**config.mk**
```make
export PLATFORM = sky130hd
export DESIGN_NAME = multicycle_control
export DESIGN_NICKNAME = d
export VERILOG_FILES = /design/src/rtl/multicycle_control.sv
export SDC_FILE = /design/constraint.sdc
export NUM_CORES = 1
export LEC_CHECK = 0
export BUFFER_PORTS_ARGS = -buffer_cell sky130_fd_sc_hd__buf_4
export CORE_MARGIN = 2
export CORE_UTILIZATION = 50
export DETAILED_ROUTE_END_ITERATION = 10
export GPL_TIMING_DRIVEN = 0
export HOLD_SLACK_MARGIN = 0.1
export PLACE_DENSITY = 0.85
export SLEW_MARGIN = 30
export SYNTH_ARGS = -nofsm -noshare
export SYNTH_HDL_FRONTEND = slang
export SYNTH_SLANG_ARGS = --single-unit
```
**constraint.sdc**
```tcl
create_clock -name clk -period 2.9 [get_ports clk]
set_input_delay 0.29 -clock clk [delete_from_list [all_inputs] [get_ports clk]]
set_output_delay 0.29 -clock clk [all_outputs]
set_load 0.01 [all_outputs]
```
**src/rtl/multicycle_control.sv**
```systemverilog
// Multicycle MIPS-subset sequencing controller: decodes opcode/funct and drives
// every datapath select, strobe and ALU control code, with memory-ready stalls.
module multicycle_control (
   input  logic       clk,
   input  logic       reset,
   input  logic [5:0] opcode,
   input  logic [5:0] funct,
   input  logic       zero,
   input  logic       mem_ready,
   output logic       pc_write,
   output logic       pc_write_cond,
   output logic       i_or_d,
   output logic       mem_read,
   output logic       mem_write,
   output logic       ir_write,
   output logic       mem_to_reg,
   output logic       reg_dst,
   output logic       reg_write,
   output logic       alu_src_a,
   output logic [1:0] alu_src_b,
   output logic [1:0] pc_source,
   output logic [3:0] alu_ctrl,
   output logic [3:0] state,
   output logic       instr_done,
   output logic       illegal
);

   typedef enum logic [3:0] {
      s_fetch     = 4'd0,
      s_decode    = 4'd1,
      s_mem_addr  = 4'd2,
      s_mem_read  = 4'd3,
      s_mem_wb    = 4'd4,
      s_mem_write = 4'd5,
      s_execute   = 4'd6,
      s_r_wb      = 4'd7,
      s_branch    = 4'd8,
      s_jump      = 4'd9,
      s_addi_exec = 4'd10,
      s_addi_wb   = 4'd11,
      s_halt      = 4'd12
   } state_t;

   typedef struct packed {
      logic       pc_write;
      logic       pc_write_cond;
      logic       i_or_d;
      logic       mem_read;
      logic       mem_write;
      logic       ir_write;
      logic       mem_to_reg;
      logic       reg_dst;
      logic       reg_write;
      logic       alu_src_a;
      logic [1:0] alu_src_b;
      logic [1:0] pc_source;
      logic [3:0] alu_ctrl;
      logic       instr_done;
      logic       illegal;
   } ctl_t;

   localparam logic [5:0] op_rtype = 6'b000000;
   localparam logic [5:0] op_lw    = 6'b100011;
   localparam logic [5:0] op_sw    = 6'b101011;
   localparam logic [5:0] op_beq   = 6'b000100;
   localparam logic [5:0] op_j     = 6'b000010;
   localparam logic [5:0] op_addi  = 6'b001000;

   localparam logic [3:0] alu_and = 4'b0000;
   localparam logic [3:0] alu_or  = 4'b0001;
   localparam logic [3:0] alu_add = 4'b0010;
   localparam logic [3:0] alu_sub = 4'b0110;
   localparam logic [3:0] alu_slt = 4'b0111;
   localparam logic [3:0] alu_nor = 4'b1100;

   state_t     state_q;
   state_t     nxt;
   ctl_t       ctl_q;
   logic       is_load;
   logic       qual;
   logic       run;
   logic       unused_zero;

   assign unused_zero = zero;

   function automatic logic funct_ok(input logic [5:0] f);
      case (f)
         6'b100000, 6'b100010, 6'b100100,
         6'b100101, 6'b100111, 6'b101010: funct_ok = 1'b1;
         default:                         funct_ok = 1'b0;
      endcase
   endfunction

   function automatic logic [3:0] funct_alu(input logic [5:0] f);
      case (f)
         6'b100010: funct_alu = alu_sub;
         6'b100100: funct_alu = alu_and;
         6'b100101: funct_alu = alu_or;
         6'b100111: funct_alu = alu_nor;
         6'b101010: funct_alu = alu_slt;
         default:   funct_alu = alu_add;
      endcase
   endfunction

   // Moore output pattern of a state; fetch/mem_write strobes are qualified by mem_ready later.
   function automatic ctl_t decode(input state_t s, input logic [5:0] f);
      ctl_t c;
      c = '0;
      case (s)
         s_fetch: begin
            c.mem_read  = 1'b1;
            c.ir_write  = 1'b1;
            c.pc_write  = 1'b1;
            c.alu_src_b = 2'b01;
            c.alu_ctrl  = alu_add;
         end
         s_decode: begin
            c.alu_src_b = 2'b11;
            c.alu_ctrl  = alu_add;
         end
         s_mem_addr, s_addi_exec: begin
            c.alu_src_a = 1'b1;
            c.alu_src_b = 2'b10;
            c.alu_ctrl  = alu_add;
         end
         s_mem_read: begin
            c.i_or_d   = 1'b1;
            c.mem_read = 1'b1;
         end
         s_mem_wb: begin
            c.reg_write  = 1'b1;
            c.mem_to_reg = 1'b1;
            c.instr_done = 1'b1;
         end
         s_mem_write: begin
            c.i_or_d     = 1'b1;
            c.mem_write  = 1'b1;
            c.instr_done = 1'b1;
         end
         s_execute: begin
            c.alu_src_a = 1'b1;
            c.alu_ctrl  = funct_alu(f);
         end
         s_r_wb: begin
            c.reg_write  = 1'b1;
            c.reg_dst    = 1'b1;
            c.instr_done = 1'b1;
         end
         s_branch: begin
            c.alu_src_a     = 1'b1;
            c.alu_ctrl      = alu_sub;
            c.pc_write_cond = 1'b1;
            c.pc_source     = 2'b01;
            c.instr_done    = 1'b1;
         end
         s_jump: begin
            c.pc_write   = 1'b1;
            c.pc_source  = 2'b10;
            c.instr_done = 1'b1;
         end
         s_addi_wb: begin
            c.reg_write  = 1'b1;
            c.instr_done = 1'b1;
         end
         s_halt:  c.illegal = 1'b1;
         default: c = '0;
      endcase
      return c;
   endfunction

   always_comb begin
      nxt = state_q;
      case (state_q)
         s_fetch:     if (mem_ready) nxt = s_decode;
         s_decode: begin
            case (opcode)
               op_lw, op_sw: nxt = s_mem_addr;
               op_rtype:     nxt = funct_ok(funct) ? s_execute : s_halt;
               op_beq:       nxt = s_branch;
               op_j:         nxt = s_jump;
               op_addi:      nxt = s_addi_exec;
               default:      nxt = s_halt;
            endcase
         end
         s_mem_addr:  nxt = is_load ? s_mem_read : s_mem_write;
         s_mem_read:  if (mem_ready) nxt = s_mem_wb;
         s_mem_wb:    nxt = s_fetch;
         s_mem_write: if (mem_ready) nxt = s_fetch;
         s_execute:   nxt = s_r_wb;
         s_r_wb:      nxt = s_fetch;
         s_branch:    nxt = s_fetch;
         s_jump:      nxt = s_fetch;
         s_addi_exec: nxt = s_addi_wb;
         s_addi_wb:   nxt = s_fetch;
         s_halt:      nxt = s_halt;
         default:     nxt = s_fetch;
      endcase
   end

   // Outputs are registered from the next state; funct is only consumed on the
   // decode->execute transition and is held stable by the datapath thereafter.
   always_ff @(posedge clk) begin
      if (reset) begin
         state_q <= s_fetch;
         ctl_q   <= decode(s_fetch, funct);
         is_load <= 1'b0;
      end else begin
         state_q <= nxt;
         ctl_q   <= decode(nxt, funct);
         if (state_q == s_decode) is_load <= (opcode == op_lw);
      end
   end

   assign qual = ((state_q == s_fetch) || (state_q == s_mem_write)) ? mem_ready : 1'b1;
   assign run  = ~reset;

   assign pc_write      = run & ctl_q.pc_write & qual;
   assign ir_write      = run & ctl_q.ir_write & qual;
   assign instr_done    = run & ctl_q.instr_done & qual;
   assign pc_write_cond = run & ctl_q.pc_write_cond;
   assign i_or_d        = run & ctl_q.i_or_d;
   assign mem_read      = run & ctl_q.mem_read;
   assign mem_write     = run & ctl_q.mem_write;
   assign mem_to_reg    = run & ctl_q.mem_to_reg;
   assign reg_dst       = run & ctl_q.reg_dst;
   assign reg_write     = run & ctl_q.reg_write;
   assign alu_src_a     = run & ctl_q.alu_src_a;
   assign alu_src_b     = run ? ctl_q.alu_src_b : '0;
   assign pc_source     = run ? ctl_q.pc_source : '0;
   assign alu_ctrl      = run ? ctl_q.alu_ctrl : '0;
   assign illegal       = run & ctl_q.illegal;
   assign state         = run ? state_q : '0;

endmodule
```
== After elaboration in Yosys (flattened, before gate mapping) ==
Index checks and enable logic that the tools add are counted.
Cells by class
  reductions and logical operators: 14
  mux-type cells: 31
  equal/unequal tests: 30
  bitwise gates (word level): 16
Operators with widths (count)
  equality test 6 bit, second input constant: 8
  case mux 4 bit (5 select lines): 2
  case mux 4 bit (8 select lines): 1
  equality test 4 bit, second input constant: 7
  equality test 4 x 3 -> 1 bit, second input constant: 6
  two-way mux 4 bit: 6
  equality test 4 x 2 -> 1 bit, second input constant: 4
  two-way mux 1 bit: 16
  bitwise AND 1 bit: 15
  case mux 4 bit (3 select lines): 1
  OR reduction 6 bit: 2
  OR reduction 2 bit: 5
  equality test 4 x 1 -> 1 bit, second input constant: 2
  logical NOT 4 bit: 2
  OR reduction 4 bit: 2
  equality test 6 x 2 -> 1 bit, second input constant: 1
  equality test 6 x 3 -> 1 bit, second input constant: 1
  equality test 6 x 4 -> 1 bit, second input constant: 1
  logical NOT 6 bit: 1
  case mux 2 bit (3 select lines): 1
  two-way mux 2 bit: 2
  case mux 2 bit (2 select lines): 1
  two-way mux 3 bit: 1
  OR reduction 3 bit: 1
  other kinds (2): 2
Word-level totals
  output and inout bits: 24
  register bits: 25
  bits of input ports: 16
  word-level logic and storage cells: 108

== Depth between registers and ports, before layout ==
Gate-level depths: netlist of the first run.
  depth after elaboration: 11
  depth in mapped cells: 8
  mapped depth without buffers: 6

== Least setup slack after synthesis of the first run ==
No wires, ideal clock.
  kind: reg2reg
  start point: register state_q[0]
  end point: register ctl_q[3] (netlist bit)
  required time: 2.778 ns
  setup time: 0.122 ns
  buffers on the path: 2
  setup slack: 0.827 ns
  clock period less this slack: 2.073 ns
  arrival: 1.951 ns
  stages on the path, launching flop included: 7
  cells stage by stage: dfxtp_1 -> or4b_1 -> buf_2 -> or3_4 -> and2_1 -> buf_6 -> a221o_1
On the way
  cells in the longest elaborated chain, start to end: 5
  elaborated cells between the ends (all ways): 20
  classes of those cells: eq/ne: 12; mux: 5; reduce/logical: 3
Ends and longest elaborated chain
  from (decl): line 76  | state_t state_q;
  from (signal assigned): line 204  | state_q <= s_fetch;
  from (signal assigned): line 208  | state_q <= nxt;
  equality test 4 bit (tied with other cells): line 173  | case (state_q)
  case mux 4 bit (8 select lines) *: line 173
  equality test 4 x 2 -> 1 bit (tied with other cells): line 109  | case (s)
  OR reduction 4 bit (no line)
  case mux 4 bit (3 select lines) *: line 109
  to (signal assigned): line 205  | ctl_q <= decode(s_fetch, funct);
  to (signal assigned): line 209  | ctl_q <= decode(nxt, funct);
  to (decl): line 78  | ctl_t ctl_q;
Mark *: on every way between the ends. The rest lies on a longest branch, timed or not.
A chain may end at the register's enable or synchronous reset.

== Final worst setup path of the first run ==
  start point: register state_q[2]
  end point: register ctl_q[4] (netlist bit)
Same word-level chain as after synthesis.

==> results of run 1 <==
[cell type report]
class	instances	area, um2	area share, %
Clock buffer	3	22.52	1.268
Multi-Input combinational cell	129	857.1	48.24
Buffer	11	55.05	3.099
Clock inverter	1	30.03	1.690
Tap cell	31	38.79	2.183
Sequential cell	24	480.5	27.04
Timing Repair Buffer	38	285.3	16.06
Inverter	2	7.507	0.4225
[flip-flops by register name, indices dropped and copies added, names as in the netlist]
signal and cells:
ctl_q 19, is_load 1, state_q 4
[worst max-delay path: stages (launching register included)]
cell and delay (ns):
dfxtp_1 0.39, clkbuf_1 0.37, o21ai_0 0.20, and4_1 0.30, a311oi_2 0.50, nand3_1 0.28, o31ai_1 0.27
[worst paths after layout]
check | end | slack, ns
max | ctl_q[4] | 0.52
min | state_q[2] | 0.17
min reg2reg | is_load | 0.59
max reg2reg | ctl_q[4] | 0.52
[per-stage QoR]
stage,setup slack (ns),cells,hold slack (ns)
after floorplan,0.8269,166,0.3825
after global placement,0.5972,235,0.5028
after detailed placement,0.4503,235,0.5133
after CTS,0.5409,239,0.1737
after global routing,0.2924,239,0.1703
final,0.5210,239,0.1677
[cell families after synthesis]
logic type                synth area share [%]
AOI/OAI and AO/OA                        20.56
xor gates and xnor gates                 2.503
buffers and inverters                    4.468
DFF                                      34.32
muxes                                   0.8042
and+or+nand+nor                          37.36
[power by group]
part           total, mW  switching [mW]  internal, mW  leakage (nW)
Sequential         0.361         0.00833         0.352         0.196
Combinational      0.204           0.111        0.0929         0.498
Clock              0.249           0.109         0.140        0.0279
[layer usage]
metal  up-vias  track usage, %
met2        51           41.38
li1        692               -
met1       631           26.82
met4         0           7.309
met3         4          0.9217
met5         -               0
[layout by cell type (no fill, tap or decap), types with 2 or more instances in the layout]
| cell type | count |
|---|---|
| buf_4 | 39 |
| dfxtp_1 | 24 |
| nor2b_1 | 22 |
| nor2_1 | 20 |
| nor3_1 | 7 |
| nand2_1 | 7 |
| clkbuf_1 | 6 |
| a21oi_1 | 6 |
| o21ai_0 | 6 |
| and2_1 | 4 |
| nand3_1 | 4 |
| xnor2_1 | 3 |
| nand4_1 | 3 |
| nor3b_1 | 3 |
| or4b_1 | 3 |
| clkbuf_4 | 3 |
| inv_1 | 2 |
| buf_2 | 2 |
| nor4bb_1 | 2 |
| nor4b_1 | 2 |
| a22oi_1 | 2 |
| a221o_1 | 2 |
| and3_1 | 2 |
| nor4_1 | 2 |
| o21bai_1 | 2 |
==> impl_results.md, run 1 <==
- Final slew viol count: 0
- Yosys top cell by area: dfxtp_1
- GRT Total Usage: 22.11%
- Tmin final: 2.379 ns
- Synth warn: 0
- Peak VDD IR: 0.3614 mV
- CTS sink cnt: 24
- FF-to-FF Start: state_q[2]
- GPL Wtd Cong: 0.8003
- Synth Net Count: 182
- Clock skew: between 0.004 and 0.005 ns
- Post-synth cell types: 53
- Seq cells post-synth: 24
- CTS tree: done
- Port Buffers: 38
- H-Tree Depth: 1
- Full die area: 0.003239 mm2
- Synth Instances: 166
- Final instance area: 0.001777 mm2
- DP Area: about 0.0017 mm2
- MaxCap Viol Count: 0
- Clock slew at reported path FFs: 0.14 ns
- Final hold vios: 0
- Post-DP HPWL: about 2800 um
- Post-Synthesis Mean Instance Area: 8.434 um2
- First-pass GRT wire length: 5747 um
- Count leader, synth: dfxtp_1
- Crit Path Category: reg2reg
- Total gr overflow: 0
- Most common flop cell mapped by yosys: dfxtp_1
- Synth top cells by count: 24 x dfxtp_1, 22 x nor2b_1, 20 x nor2_1
- Seq/Total Area, Yosys: 34.32%
- Final setup viols: 0
- Layout Nets: 225
- Core box area: ~0.0027 mm2
- Min-Delay Path Depth: 2
- Share of layout cells above drive strength 1: 26.44%
- Mapped cell area: 0.001400 mm2
- Clk buf depth: 2
- Worst skew pair latency: approximately 0.32 ns
- Die width: 56.92 um
- Hold path start: reset
- Post-route ant nets: 0
- Avg Vias per Cell: between 5 and 6
- Period Utilization, post-route: 82.04%
- WL/cell: about 14 um
- Number of synthesized flops with an enable pin: 0
- CP startpoint kind: register
- Pin count of the biggest net entering global routing: 15
- CP Data Arrival Time: around 2.6 ns
- RSZ-0062 raised after global routing: no
- Largest cells by area after synthesis: dfxtp_1 34%, nor2b_1 9.8%, nor2_1 5.4%
- Via Count: 1,378
- DRT iter0 DRCs: between 50 and 60
- Slew at the pin closest to its max-slew limit: about 0.63 ns
- Worst EP required: 3.15 ns
- Worst R2R Path Depth: 6
- Status: finished clean
- Vias in the first global route: 1,316
- HP Class: in2reg
- Post-route DRC: 0
- Slew HR: ~58%
- Row cnt: 19
- Drt first pass iters: 4
- Critical path origin: state_q[2]
- Area growth, synth to finish: 26.90%
- Setup_tns: 0 ns
- Met1 Routed Length: 1402 um
- DR WL met3: 176 um
- Hold Buf Count CTS: 0
- Die height: approximately 57 um
- Inserted Diodes: 0
- Starting Density: 51.66%
- # resized after CTS: 0
- Crit path capture type: register
- Pleak: 0.7219 nW
- Initial antenna violation count: 0
- Post-CTS setup buffers: 0
- Async SR Flop Fraction: 0%
- Fillers: 231
- Final Core Density: around two thirds
- Total CTS buffers: 3
- Clk root buf: clkbuf_4
- I/O Pins: 40
- Final Power: around 810 uW
- Top sig layer: met4
- WL met2: approximately 1800 um
- Top cell type's share of synthesized area: between 30 and 40%
- Fmax: 420.3 MHz
- Max FO, Critical Path: 10
- PD cells: around 460 mW/mm2
- Drt total wl: 3459 um
Note: power is estimated with default switching activity, not from simulation.
==> run 2: changes to the inputs <==
Settings changed: ABC_AREA set to 1, CORE_UTILIZATION 50 to 46, PLACE_DENSITY 0.85 to 0.83.
Clock period 2.9 ns to 1.9 ns, I/O delays scaled along.
==> impl_results.md, run 2 <==
- Initial antenna violation count: 0
- Clock skew: 0.002247 ns
- Slew at the pin closest to its max-slew limit: 0.4628 ns
- Final slew viol count: 0
- MaxCap Viol Count: 0
- CP startpoint kind: register
- Grt met2 use: just over 30%
- Area growth, synth to finish: 28.95%
- Synth top cells by count: 51 x nor2_1, 38 x inv_1, 37 x nand2_1
- Drt first pass iters: 4
- H-Tree Depth: 1
- Share of layout cells above drive strength 1: 25.48%
- Min-Delay Path Depth: 3
- Total CTS buffers: 3
- Drt total wl: ~2800 um
- Post-Synthesis Mean Instance Area: 6.204 um2
- Clk buf depth: 2
- CP delay by family, top: simple AND/OR/NAND/NOR gates
- M3 GR Usage: about 2.9%
- Seq cells post-synth: 24
- Total gr overflow: 0
- Worst hold endpoint: is_load
- Busiest grt layer: met2
- Full die area: between 0.003 and 0.004 mm2
- Most frequent cells in the layout: 51 x nor2_1, 38 x inv_1, 38 x buf_4, 37 x nand2_1, 21 x dfxtp_1
- Port Buffers: 37
- Die width: 58.23 um
- Core box area: 0.002781 mm2
- Met1 usage: 23.35%
- Crit Path Category: reg2reg
- Mapped cell area: 0.001353 mm2
- Via Count: ~1,400
- Post-route DRC: 0
- First-pass GRT wire length: 4795 um
- Final Core Density: 62.71%
- Hold Buf Count CTS: 0
- Most common flop cell mapped by yosys: dfxtp_1
- CTS tree: done
- Hold_ws: 0.1751 ns
- Fmax: 566.9 MHz
- Worst R2R Setup Slack: 0.14 ns
- Largest register FFs: 19
- Worst path max stage delay: between 0.4 and 0.5 ns
- Vias in the first global route: 1,159
- DRT iter0 DRCs: 43
- Biggest regs: ctl_q x19, state_q x4, is_load x1
- Synth warn: 0
- Post-DP HPWL: 2293 um
- Hold path start: opcode[3]
- Status: finished clean
- WL/cell: slightly below 10 um
- Post-synth cell types: 25
- Pin count of the biggest net entering global routing: 15
- Post-CTS setup buffers: 0
- Number of synthesized flops with an enable pin: 0
- I/O Pins: 40
- Register name with the most flops: ctl_q
- Seq/Total Area, Yosys: 35.52%
- Commonest non-fill, non-tap cell in the layout: nor2_1
- Peak VDD IR: 0.6468 mV
- Largest cells by area after synthesis: dfxtp_1 36%, nor2_1 14%, inv_1 11%
- Period Utilization, post-route: 92.84%
- # resized after CTS: 0
- Tmin final: 1.764 ns
- PnR worst setup slack: 0.1361 ns
- Critical path, cell by cell: nor2_1 -> nand2_1 -> nand2_1 -> nor3_1 -> nand2_1 -> inv_2 -> nand3_1 -> nand2_1 -> nand2_1 -> nand3_1
- Die height: 58.23 um
- Avg Vias per Cell: approximately 4.9
- Place WS: ~0.22 ns
- CTS sink cnt: 24
- Synth Instances: roughly 220
- Inserted Diodes: 0
- HP Class: in2reg
- GPL Wtd Cong: 0.8873
- Starting Density: 48.63%
- Crit path buffers/inverters: 1
- Clk root buf: clkbuf_4
- Async SR Flop Fraction: 0%
- Most frequent CP cell: nand2_1
- Yosys top cell by area: dfxtp_1
- CP Data Arrival Time: 2.03 ns
- Top cell type's share of synthesized area: 35.52%
- Synth Net Count: roughly 230
- GRT Total Usage: 18.46%
- Row cnt: 19
- CP max-delay cell: dfxtp_1
- Worst R2R Path Depth: 10
- Post-route ant nets: 0
- Final setup viols: 0
- RR Endpoint: ctl_q[3]
- Setup_tns: 0 ns
- Pleak: between 0.8 and 0.9 nW
- PD cells: 646.0 mW/mm2
- Count leader, synth: nor2_1
- Slew HR: 69.15%
- Max FO, Critical Path: 6
- Clock slew at reported path FFs: 0.13 ns
- Final hold vios: 0
- Crit path capture type: register
- Worst skew pair latency: 0.31 ns
- Worst EP required: 2.16 ns
- Layout Nets: 276
- FF-to-FF Start: state_q[3]
-- run 2: changes by cell type after synthesis, moves of 4 or more --
cell / delta
nor2_2: +5
nand2_2: +4
nor2b_1: -22
nor2_1: +31
nand3_1: +18
o21ai_0: -4
nor3_1: -4
inv_1: +36
and2_1: -4
nand2_1: +30
-- run 2: worst max-delay path by stage --
stage | startpoint | end | slack, ns | cells past startpoint
floorplan | state_q[0] | ctl_q[4] | 0.44 | 8
global placement | state_q[3] | ctl_q[2] | 0.23 | 9
detailed placement | state_q[3] | ctl_q[2] | 0.22 | 9
CTS | state_q[2] | pc_write | 0.11 | 6
global route | state_q[1] | ctl_q[2] | -0.0007 | 10
finish | state_q[3] | ctl_q[3] | 0.14 | 10
-- run 2: kinds of logic (layout without fill, tap and decap cells) --
| logic type | after synthesis | count (layout) | share of synthesized area [%] |
|---|---|---|---|
| and+or+nand+nor | 134 | 134 | 45.70 |
| AOI/OAI and AO/OA | 14 | 14 | 5.643 |
| DFF | 24 | 24 | 35.52 |
| buffers and inverters | 46 | 87 | 13.14 |
-- run 2: metrics by stage --
stage                     area (um2)  cells  power [mW]
final                           1744    290       1.127
after global routing            1744    290       1.181
after CTS                       1722    290       1.129
after detailed placement        1669    286      0.7661
after global placement          1669    286      0.7622
after floorplan                 1353    218      0.6835
-- run 2: layout make-up --
class                           instances  area [um2]
Fill cell                             271        1037
Multi-Input combinational cell        148       713.2
Sequential cell                        24       484.2
Timing Repair Buffer                   37       277.8
Inverter                               40       150.1
Tap cell                               31       38.79
Clock inverter                          1       30.03
Buffer                                  6       27.53
Clock buffer                            3       22.52
-- run 2: metal layers --
layer | vias up | routed length (um)
met3 | 4 | 172
met5 | - | 0
met1 | 610 | 1274
met4 | 0 | 61
li1 | 751 | -
met2 | 48 | 1323
-- run 2: report_power, final --
group / internal (mW) / leakage [nW] / total [mW] / switching [mW]
sequential: 0.529 / 0.197 / 0.542 / 0.0123
combinational: 0.0909 / 0.675 / 0.219 / 0.128
clock: 0.213 / 0.0279 / 0.366 / 0.153
-- run 2: worst reg2reg max path, cell delays in order (launching register included) --
cell and delay [ns]:
dfxtp_1 0.49, nor2_1 0.11, nand2_1 0.14, nand2_1 0.07
nor3_1 0.23, nand2_1 0.13, inv_2 0.13, nand3_1 0.13
nand2_1 0.12, nand2_1 0.06, nand3_1 0.09
